==> config.mk <==
export PLATFORM = sky130hd
export DESIGN_NAME = branch_predictor
export DESIGN_NICKNAME = d
export VERILOG_FILES = /design/src/rtl/branch_predictor_pkg.sv /design/src/rtl/bht_2bit.sv /design/src/rtl/branch_predictor.sv
export SDC_FILE = /design/constraint.sdc
export NUM_CORES = 1
export LEC_CHECK = 0
export CAP_MARGIN = 30
export CORE_UTILIZATION = 35
export CTS_CLUSTER_DIAMETER = 60
export DETAILED_ROUTE_END_ITERATION = 12
export GPL_ROUTABILITY_DRIVEN = 1
export PLACE_DENSITY = 0.56
export SLEW_MARGIN = 15
export SYNTH_ARGS = -nofsm -noshare
export SYNTH_HDL_FRONTEND = slang
export SYNTH_SLANG_ARGS = --single-unit
==> constraint.sdc <==
create_clock -name clk -period 6.97 [get_ports clk]
set_input_delay 2.091 -clock clk [delete_from_list [all_inputs] [get_ports clk]]
set_output_delay 2.091 -clock clk [all_outputs]
set_load 0.05 [all_outputs]
==> src/rtl/branch_predictor_pkg.sv <==
// Shared definitions for the 2-bit branch predictor.
//   bht_state_e   : two-bit saturating counter encodings (SNT/WNT/WT/ST)
//   IDX_W_DEFAULT : default table index width
//   bht_next()    : saturating counter step for a resolved branch
package branch_predictor_pkg;

    localparam int IDX_W_DEFAULT = 4;

    typedef enum logic [1:0] {
        SNT = 2'b00,
        WNT = 2'b01,
        WT  = 2'b10,
        ST  = 2'b11
    } bht_state_e;

    // Move one step toward the resolved direction, sticking at either end.
    function automatic bht_state_e bht_next(input bht_state_e cur, input logic taken);
        bht_state_e nxt;
        nxt = cur;
        if (taken) begin
            if (cur != ST) begin
                nxt = bht_state_e'(cur + 2'd1);
            end
        end else begin
            if (cur != SNT) begin
                nxt = bht_state_e'(cur - 2'd1);
            end
        end
        return nxt;
    endfunction

endpackage

==> src/rtl/bht_2bit.sv <==
// Branch history table of 2^IDX_W two-bit saturating counters.
// Ports:
//   clk, rst           : clock, synchronous active-high reset (all entries -> WNT)
//   rd_idx / rd_state  : combinational read port (zero-latency lookup)
//   upd_en, upd_idx,
//   upd_taken          : update port; one saturating step per asserted cycle
// A read of the entry being updated in the same cycle returns the old value;
// the new value becomes visible after the clock edge.
module bht_2bit
    import branch_predictor_pkg::*;
#(
    parameter int IDX_W = IDX_W_DEFAULT
) (
    input  logic             clk,
    input  logic             rst,
    input  logic [IDX_W-1:0] rd_idx,
    output bht_state_e       rd_state,
    input  logic             upd_en,
    input  logic [IDX_W-1:0] upd_idx,
    input  logic             upd_taken
);

    localparam int ENTRIES = 1 << IDX_W;

    bht_state_e table_reg [ENTRIES];

    assign rd_state = table_reg[rd_idx];

    // Reset has priority, so an update presented in the reset cycle is dropped.
    always_ff @(posedge clk) begin
        if (rst) begin
            for (int i = 0; i < ENTRIES; i++) begin
                table_reg[i] <= WNT;
            end
        end else if (upd_en) begin
            table_reg[upd_idx] <= bht_next(table_reg[upd_idx], upd_taken);
        end
    end

endmodule

==> src/rtl/branch_predictor.sv <==
// Bimodal 2-bit branch predictor for a 5-stage pipeline.
// Ports:
//   clk, rst                        : clock, synchronous active-high reset
//   ID_IsBranch_i/PC_i/BrTarget_i   : conditional branch decoded in ID
//   ID_PredTaken_o                  : combinational predict-taken for the ID branch
//   WriteEX_i, FlushEX_i, WriteMEM_i: pipeline register enables / ID-EX flush
//   EX_IsBranch_i, EX_BranchTaken_i : resolved outcome in EX
//   EX_WrongPredict_o               : misprediction detected in EX
//   EX_RecoverPC_o                  : correct next PC for the EX branch
//   BrCount_o, MissCount_o          : saturating resolved / mispredicted counts
module branch_predictor
    import branch_predictor_pkg::*;
#(
    parameter int IDX_W = IDX_W_DEFAULT
) (
    input  logic        clk,
    input  logic        rst,
    input  logic        ID_IsBranch_i,
    input  logic [31:0] ID_PC_i,
    input  logic [31:0] ID_BrTarget_i,
    output logic        ID_PredTaken_o,
    input  logic        WriteEX_i,
    input  logic        FlushEX_i,
    input  logic        WriteMEM_i,
    input  logic        EX_IsBranch_i,
    input  logic        EX_BranchTaken_i,
    output logic        EX_WrongPredict_o,
    output logic [31:0] EX_RecoverPC_o,
    output logic [31:0] BrCount_o,
    output logic [31:0] MissCount_o
);

    logic [IDX_W-1:0] id_idx;
    bht_state_e       id_state;

    // ID/EX record of the prediction made for the branch now in EX
    logic             ex_valid_reg;
    logic             ex_pred_reg;
    logic [IDX_W-1:0] ex_idx_reg;
    logic [31:0]      ex_pc4_reg;
    logic [31:0]      ex_target_reg;

    logic [31:0]      br_count_reg;
    logic [31:0]      miss_count_reg;

    logic             resolve;

    // Word-aligned PCs: bits [1:0] carry no information.
    assign id_idx = ID_PC_i[IDX_W+1:2];

    bht_2bit #(
        .IDX_W (IDX_W)
    ) u_bht (
        .clk       (clk),
        .rst       (rst),
        .rd_idx    (id_idx),
        .rd_state  (id_state),
        .upd_en    (resolve),
        .upd_idx   (ex_idx_reg),
        .upd_taken (EX_BranchTaken_i)
    );

    assign ID_PredTaken_o = ID_IsBranch_i & id_state[1];

    // Counting only when EX/MEM advances makes a stalled branch count once.
    assign resolve = ex_valid_reg & EX_IsBranch_i & WriteMEM_i;

    assign EX_WrongPredict_o = ex_valid_reg & EX_IsBranch_i & (ex_pred_reg != EX_BranchTaken_i);
    assign EX_RecoverPC_o    = EX_BranchTaken_i ? ex_target_reg : ex_pc4_reg;

    assign BrCount_o   = br_count_reg;
    assign MissCount_o = miss_count_reg;

    always_ff @(posedge clk) begin
        if (rst) begin
            ex_valid_reg  <= 1'b0;
            ex_pred_reg   <= 1'b0;
            ex_idx_reg    <= '0;
            ex_pc4_reg    <= '0;
            ex_target_reg <= '0;
        end else if (FlushEX_i) begin
            // Flush wins over a simultaneous load; payload is don't-care.
            ex_valid_reg <= 1'b0;
        end else if (WriteEX_i) begin
            ex_valid_reg  <= ID_IsBranch_i;
            ex_pred_reg   <= ID_PredTaken_o;
            ex_idx_reg    <= id_idx;
            ex_pc4_reg    <= ID_PC_i + 32'd4;
            ex_target_reg <= ID_BrTarget_i;
        end
    end

    always_ff @(posedge clk) begin
        if (rst) begin
            br_count_reg   <= '0;
            miss_count_reg <= '0;
        end else if (resolve) begin
            if (br_count_reg != '1) begin
                br_count_reg <= br_count_reg + 32'd1;
            end
            if (EX_WrongPredict_o && (miss_count_reg != '1)) begin
                miss_count_reg <= miss_count_reg + 32'd1;
            end
        end
    end

endmodule

==> Word-level counts from Yosys, hierarchy flattened <==
Memory sizes are Yosys's and may differ from the RTL's. A register that Yosys moved wholly into a read port is not among the register bits.
Index checks and enable logic that the tools add are counted.
{ "totals": {"regBits": 134, "output_inout_bits": 98, "n_memories": 1, "wordCells": 45, "input_bits": 72, "ram_bits": 32} }
{ "op_classes": {"reduce_logical": 7, "n_eq_ne": 4, "n_bitwise": 5, "addsub": 5, "mux": 16} }
{ "memory_table": {"columns": ["memory", "depth", "width", "read_ports", "rd_ports_with_merged_regs", "write_ports", "line", "rtl"], "rows": [
  ["u_bht.table_reg", 16, 2, 2, 1, 16, "bht_2bit.sv:25", "bht_state_e table_reg [ENTRIES];"]
]} }
{ "ops": {"columns": ["op", "n"], "rows": [
  ["adder 32 x 1 -> 32 bit (second input constant)", 2],
  ["!= test 32 bit (second input constant)", 2],
  ["adder 32 x 3 -> 32 bit (second input constant)", 1],
  ["two-way mux 32 bit", 1],
  ["two-way mux 2 bit", 6],
  ["two-way mux 4 bit", 3],
  ["two-way mux 1 bit", 6],
  ["AND reduction 2 bit", 3],
  ["AND 1 bit", 4],
  ["OR reduction 2 bit", 2],
  ["adder 2 x 1 -> 2 bit (second input constant)", 1],
  ["!= test 2 bit (second input constant)", 1],
  ["nonzero test 2 bit", 1],
  ["subtractor 2 x 1 -> 2 bit (second input constant)", 1],
  ["logical AND 1 bit", 1],
  ["!= test 1 bit", 1],
  ["NOT 1 bit", 1]
]} }

==> Depth between registers and ports, before layout <==
Gate-level depths: netlist of run 1.
{ "logic_depth": {"ltp_word": 7, "depth_mapped": 8, "ltp_nobuf": 6} }

==> By module <==
Synthesis of run 1 repeated with hierarchy kept, for this count alone.
{ "hier_totals": {"cells_unflattened": 946, "hier_area_um2": 8552.0} }
{ "by_module_without_submodules": {"columns": ["module", "instances", "seq_area_each_um2", "cells_per_inst", "area_per_inst_um2"], "rows": [
  ["branch_predictor", 1, 2682.6, 792, 6608.8],
  ["bht_2bit", 1, 960.9, 154, 1943.1]
]} }

==> Least setup slack after synthesis of run 1 <==
OpenSTA, ideal clock, no wires.
{ "synth_timing": {"kind": "input-to-output", "start": "in ID_PC_i[2]", "end": "out ID_PredTaken_o", "required_ns": 4.879, "slack_ns": 1.185, "path_stages": 5, "path_buffers": 1, "arrival_ns": 3.694, "path_cell_list": "clkbuf_1 -> mux4_2 -> mux2i_1 -> mux2_2 -> nor2b_1"} }
{ "synth_between": {"elab_chain_len": 2} }
{ "synth_rtl": {"columns": ["element", "line", "rtl"], "rows": [
  ["start, declared", "branch_predictor.sv:19", "input logic [31:0] ID_PC_i,"],
  ["memory (16 x 2 bit)", null, null],
  ["AND 1 bit", "branch_predictor.sv:63", "assign ID_PredTaken_o = ID_IsBranch_i & id_state[1];"],
  ["end, declared", "branch_predictor.sv:21", "output logic ID_PredTaken_o,"]
]} }
Every way passes these cells.

==> Worst setup path after layout of run 1 <==
Same ends and word-level chain as after synthesis.

==> metrics, run 1 <==
status=completed; initial detailed-routing violation count=463; Psw=0.569 mW; first-pass GRT wire length=36.1 mm; commonest cells after routing, fill and taps aside=clkdlybuf4s50_1 (166), dfxtp_1 (138), nand2_1 (130); Peak Freq=165 MHz; r2r setup slk=4220 ps; drt pass-1 iters=7; met2 GRT Util=29.9%; main combinational cell family by area after synthesis=simple AND/OR/NAND/NOR gates; Post-synth ARST share=0%; most common cell after layout, fill and taps aside=clkdlybuf4s50_1; fraction of layout cells with a size suffix above 1=10.3%; Mapped Avg Cell Area=8.89 µm²; Slew Limit Fails=0; Post-synth EDFFs=32; Sequential Power Share=47.0%; Worst setup EP type=output pin; CTS tree=built; worst-path fanout max=9; mux share of post-synthesis cell area=9.10%; FF+latch count, synth=170; Max Cap Viol=0; # IOs=170; DRC errors left=0; Initial Utilization=36.0%; Final Skew=14.2 ps; Synth Net Count=1031; Tot Pwr=2.23 mW; GPL Wtd Cong=0.826; ys flop type=dfxtp_1; Reg clk slew, reported paths=70 ps; Fin. Hold Viols=0; post-route ant nets=0; class of the most critical setup path=input port to output pin; crit path buf inv count=2; worst hold endpoint=ex_target_reg[13]; CP top delay family=buffers and inverters; Hold Path Class=flip-flop to flip-flop; Placed Instances=1392; GRT Max-Usage Layer=met2; die area=24900 µm²; met1 usage=25.2%; largest net degree at the start of global routing=88; Synth Area in Adders=0.677%; RR Startpoint=MissCount_o[0]; Synth top area share=32.5%; Row Count=56; hold depth=2; # clock sinks=170; Gate power share=11.0%; Synth Area in XOR/XNOR=4.12%; setup violators final=0; fin crit share=86.9%; Max stage delay on crit path=730 ps; Yosys cell types=48; area grow syn2layout=29.1%; initial antenna violation count=0; Compound-Gate Fraction of Synth Area=12.0%; Vias=7389; Max transition margin=40.0%; Final HPWL DP=16.4 mm; Seq/Total Area, Yosys=43.8%; cells taking the most area after synthesis=dfxtp_1 (33%), edfxtp_1 (11%), nand2_1 (5.7%), mux2_2 (5.6%), a21oi_1 (4.6%); CP Launch Type=input port; gr usage total=18.8%; Mapped Cells=956; dominant cell type by area after synthesis=dfxtp_1; maximum root-to-sink buffer count=2; Worst Max-Slew Pin Slew=900 ps; Placeable Area=23600 µm²; Clock Power Share=42.0%; Max IR drop VDD=0.000140 V; Avg WL per Cell=16.3 µm; Resized Gates After CTS=0; hold_sp=ex_target_reg[13]; setup TNS=0 ps; clock root buffer=clkbuf_16; worst path arrival time=3970 ps; chip height=158 µm; met3 GRT Util=4.63%; Synth Warn #=0; Hold Buf Count CTS=0; Die W=158 µm; Finished Layout Cells=1423; worst hold slack=454 ps; Port Buffers=169; Synth Area in Simple Gates=26.7%; Final Critical Period=6060 ps; slowest CP cell=clkdlybuf4s50_1; sw frac=25.6%; nets@finish=1167; FF-to-FF path depth=6; gr ovfl total=0; vias in the first global route=6701; Inserted Clock Buffers=17; Post-Route WL=23.2 mm; RR Endpoint=MissCount_o[25]; synthesized area=8500 µm²; RSZ-0062 raised after global routing=no; Data required, critical path=4880 ps; PD cells=203 nW/µm²; Internal Power=1.66 mW; Lkg Pwr=3.50 nW; crit-path cells=clkdlybuf4s50_1, mux4_2, mux2i_1, mux2_2, nor2b_1, buf_4; vias per cell=5.19; Clock Latency Late Sink=440 ps; H-tree Lvls=4; n_diodes=0; Post-CTS Setup Repair Bufs=0
## worst reg2reg max path, stage by stage, from the launching register on
cell and delay [ps]:
dfxtp_1 420, ha_1 200, nand3_1 350, or4_1 640, o31ai_1 600, nor4_1 130
mux2_2 300
## per-layer routing
metal / part of all wire [%] / wire length [µm]
met1: 47 / 10900
met2: 47 / 10900
met3: 4.5 / 1050
met4: 1.4 / 325
met5: 0 / 0
## logic make-up (layout without fill, tap and decap cells)
kind of cell | after synthesis | after routing
XOR/XNOR | 40 | 40
buffers and inverters | 79 | 227
flip-flops | 170 | 170
multiplexers | 57 | 57
AND/OR/NAND/NOR | 441 | 441
adder cells (fa/ha/maj) | 5 | 5
AO/OA/AOI/OAI | 164 | 164
## worst max-delay path by stage
stage	from	endpoint	slack [ps]	cells after the start
after CTS	ID_PC_i[2]	ID_PredTaken_o	910	6
after floorplan	ID_PC_i[2]	ID_PredTaken_o	1190	5
final	ID_PC_i[2]	ID_PredTaken_o	910	6
after detailed placement	ID_PC_i[2]	ID_PredTaken_o	910	6
after global placement	ID_PC_i[2]	ID_PredTaken_o	980	6
after global routing	ID_PC_i[2]	ID_PredTaken_o	820	6
## power by group through the flow
stage | logic [mW] | clock network (mW) | registers, mW
floorplan | 0.155 | 0 | 1.06
global placement | 0.244 | 0 | 1.07
detailed placement | 0.246 | 0 | 1.07
CTS | 0.247 | 0.961 | 1.05
global route | 0.265 | 1.00 | 1.05
finish | 0.245 | 0.935 | 1.05
## through the flow
stage	area, µm²	worst slack (ps)	util (%)
after global routing	11000	815	46.5
after CTS	11000	912	46.5
after floorplan	8500	1190	-
after global placement	10400	984	44.0
final	11000	913	46.5
after detailed placement	10400	911	44.1
## synthesized netlist by cell type, types with 2 or more instances
cell type,count
dfxtp_1,138
or2_2,10
a31o_2,4
inv_1,20
or4_1,23
mux2i_1,3
o21ai_0,20
mux2_2,42
a2111oi_0,3
mux4_2,12
nand3_1,33
a21oi_1,78
nand2b_1,15
ha_1,3
nor2_1,82
and2_1,5
and3_1,12
maj3_1,2
o31a_1,3
xor2_1,7
xnor2_1,33
nor4_1,16
o211ai_1,2
edfxtp_1,32
a211oi_1,23
nor3_1,21
nand2_1,130
buf_2,4
and4_1,16
clkbuf_1,47
nor2b_1,18
a311oi_1,6
nand4_1,29
buf_1,7
or3_1,21
nand4_2,2
o31ai_1,21
nand3b_1,3
## layout make-up
class / count / area, µm²
multi-input combinational: 707 / 4470
tap: 319 / 399
timing repair buffer: 176 / 1730
clock buffer: 23 / 479
fill: 2324 / 12600
clock inverter: 8 / 87.6
inverter: 20 / 75.1
sequential: 170 / 3720
Note: power is estimated with default switching activity, not from simulation.
==> run 2, diff against run 1 <==
--- a/config.mk
+++ b/config.mk
@@ -6,11 +6,11 @@
 export NUM_CORES = 1
 export LEC_CHECK = 0
 export CAP_MARGIN = 30
-export CORE_UTILIZATION = 35
+export CORE_UTILIZATION = 55
 export CTS_CLUSTER_DIAMETER = 60
 export DETAILED_ROUTE_END_ITERATION = 12
 export GPL_ROUTABILITY_DRIVEN = 1
-export PLACE_DENSITY = 0.56
+export PLACE_DENSITY = 0.82
 export SLEW_MARGIN = 15
 export SYNTH_ARGS = -nofsm -noshare
 export SYNTH_HDL_FRONTEND = slang
==> run 2 against run 1 <==
Die area down 36%. Fmax rose by 0.16%. Final area fell by 0.83%. Critical endpoint unchanged. Largest cell class unchanged.
==> metrics, run 2 (synthesis gave the netlist of run 1 again) <==
status=completed; setup violators final=0; Slew Limit Fails=0; FF-to-FF path depth=6; hold_sp=ex_target_reg[11]; fraction of layout cells with a size suffix above 1=10.4%; GPL Wtd Cong=0.858; Fin. Hold Viols=0; Peak Freq=165 MHz; setup ws final=923 ps; Max Cap Viol=0; Tot Pwr=2.31 mW; post-route ant nets=0; H-tree Lvls=4; Clock Latency Late Sink=420 ps; # clock sinks=170; Initial Utilization=56.1%; area grow syn2layout=28.1%; Final Skew=8.72 ps; Max IR drop VDD=0.000200 V; worst path arrival time=3960 ps; nets@finish=1165; DRC errors left=0; first-pass GRT wire length=35.4 mm; chip height=126 µm; Worst setup EP type=output pin; Post-CTS Setup Repair Bufs=0; Final HPWL DP=14.9 mm; clock root buffer=clkbuf_16; area occupied by multi-input gates=4470 µm²; hold depth=2; Avg WL per Cell=16.9 µm; commonest cells after routing, fill and taps aside=clkdlybuf4s50_1 (166), dfxtp_1 (138), nand2_1 (130); Inserted Clock Buffers=17; Post-Route WL=21.8 mm; CP Launch Type=input port; Row Count=45; maximum root-to-sink buffer count=2; RR Endpoint=MissCount_o[25]; fin crit share=86.8%; FF+latch area=3720 µm²; # IOs=170; Reg clk slew, reported paths=60 ps; Final Critical Period=6050 ps; most common cell after layout, fill and taps aside=clkdlybuf4s50_1; Util after Layout=71.8%; Worst Max-Slew Pin Slew=948 ps; Placeable Area=15100 µm²; Data required, critical path=4880 ps; worst hold slack=451 ps; Port Buffers=169; initial detailed-routing violation count=540; Place WS=922 ps; CTS tree=built; drt pass-1 iters=6; Hold Buf Count CTS=0; RR Startpoint=MissCount_o[0]; largest net degree at the start of global routing=93; crit path launch=ID_PC_i[2]; gr usage total=27.8%; RSZ-0062 raised after global routing=no; die area=15900 µm²; Die W=126 µm; vias in the first global route=7173; PD cells=212 nW/µm²; setup TNS=0 ps; initial antenna violation count=0; vias per cell=5.91; worst-path fanout max=9; r2r setup slk=4180 ps; Vias=7630; Fillers=1140; worst hold endpoint=ex_target_reg[11]; gr ovfl total=0; Lkg Pwr=3.53 nW; Max transition margin=36.8%; Resized Gates After CTS=0; class of the most critical setup path=input port to output pin; Hold Path Class=flip-flop to flip-flop
run 2: changes by cell type in the layout (fill, tap and decap cells not counted), sizes merged:
cell,previous run,this run
inv,23,20
diode,0,1
buf,10,8
bufinv,1,4
clkinv,1,3
clkbuf,23,22
run 2: report_power, final:
| part | switching (mW) | internal [mW] |
|---|---|---|
| registers | 0.0206 | 1.03 |
| clock network | 0.386 | 0.630 |
| logic | 0.139 | 0.106 |
| total | 0.545 | 1.76 |
run 2: routing by layer:
metal	track usage, %	vias up	wire length [µm]
met5	0	-	0
li1	-	3751	-
met1	35.5	3623	9370
met3	5.44	37	1080
met2	46.5	219	10800
met4	11.0	0	573
run 2: layout make-up:
cell class | count | area share [%]
multi-input combinational | 707 | 41.1
sequential | 170 | 34.2
timing repair buffer | 174 | 15.9
clock buffer | 22 | 4.36
tap | 188 | 2.16
clock inverter | 10 | 1.52
inverter | 20 | 0.690
antenna | 1 | 0.0230
run 2: how the worst max path moves through the flow:
stage                     end
2_1_floorplan  ID_PredTaken_o
3_3_place_gp   ID_PredTaken_o
3_5_place_dp   ID_PredTaken_o
4_1_cts        ID_PredTaken_o
5_1_grt        ID_PredTaken_o
6_report       ID_PredTaken_o
run 2: through the flow:
step | cells | area, µm²
after floorplan | 956 | 8500
after global placement | 1258 | 10200
after detailed placement | 1259 | 10200
after CTS | 1291 | 10900
after global routing | 1291 | 10900
final | 1292 | 10900
run 2: worst max-delay path, cell delays in order:
cell and delay (ps):
clkdlybuf4s50_1 740, mux4_2 570, mux2i_1 140, mux2_2 180, nor2b_1 40, buf_4 190
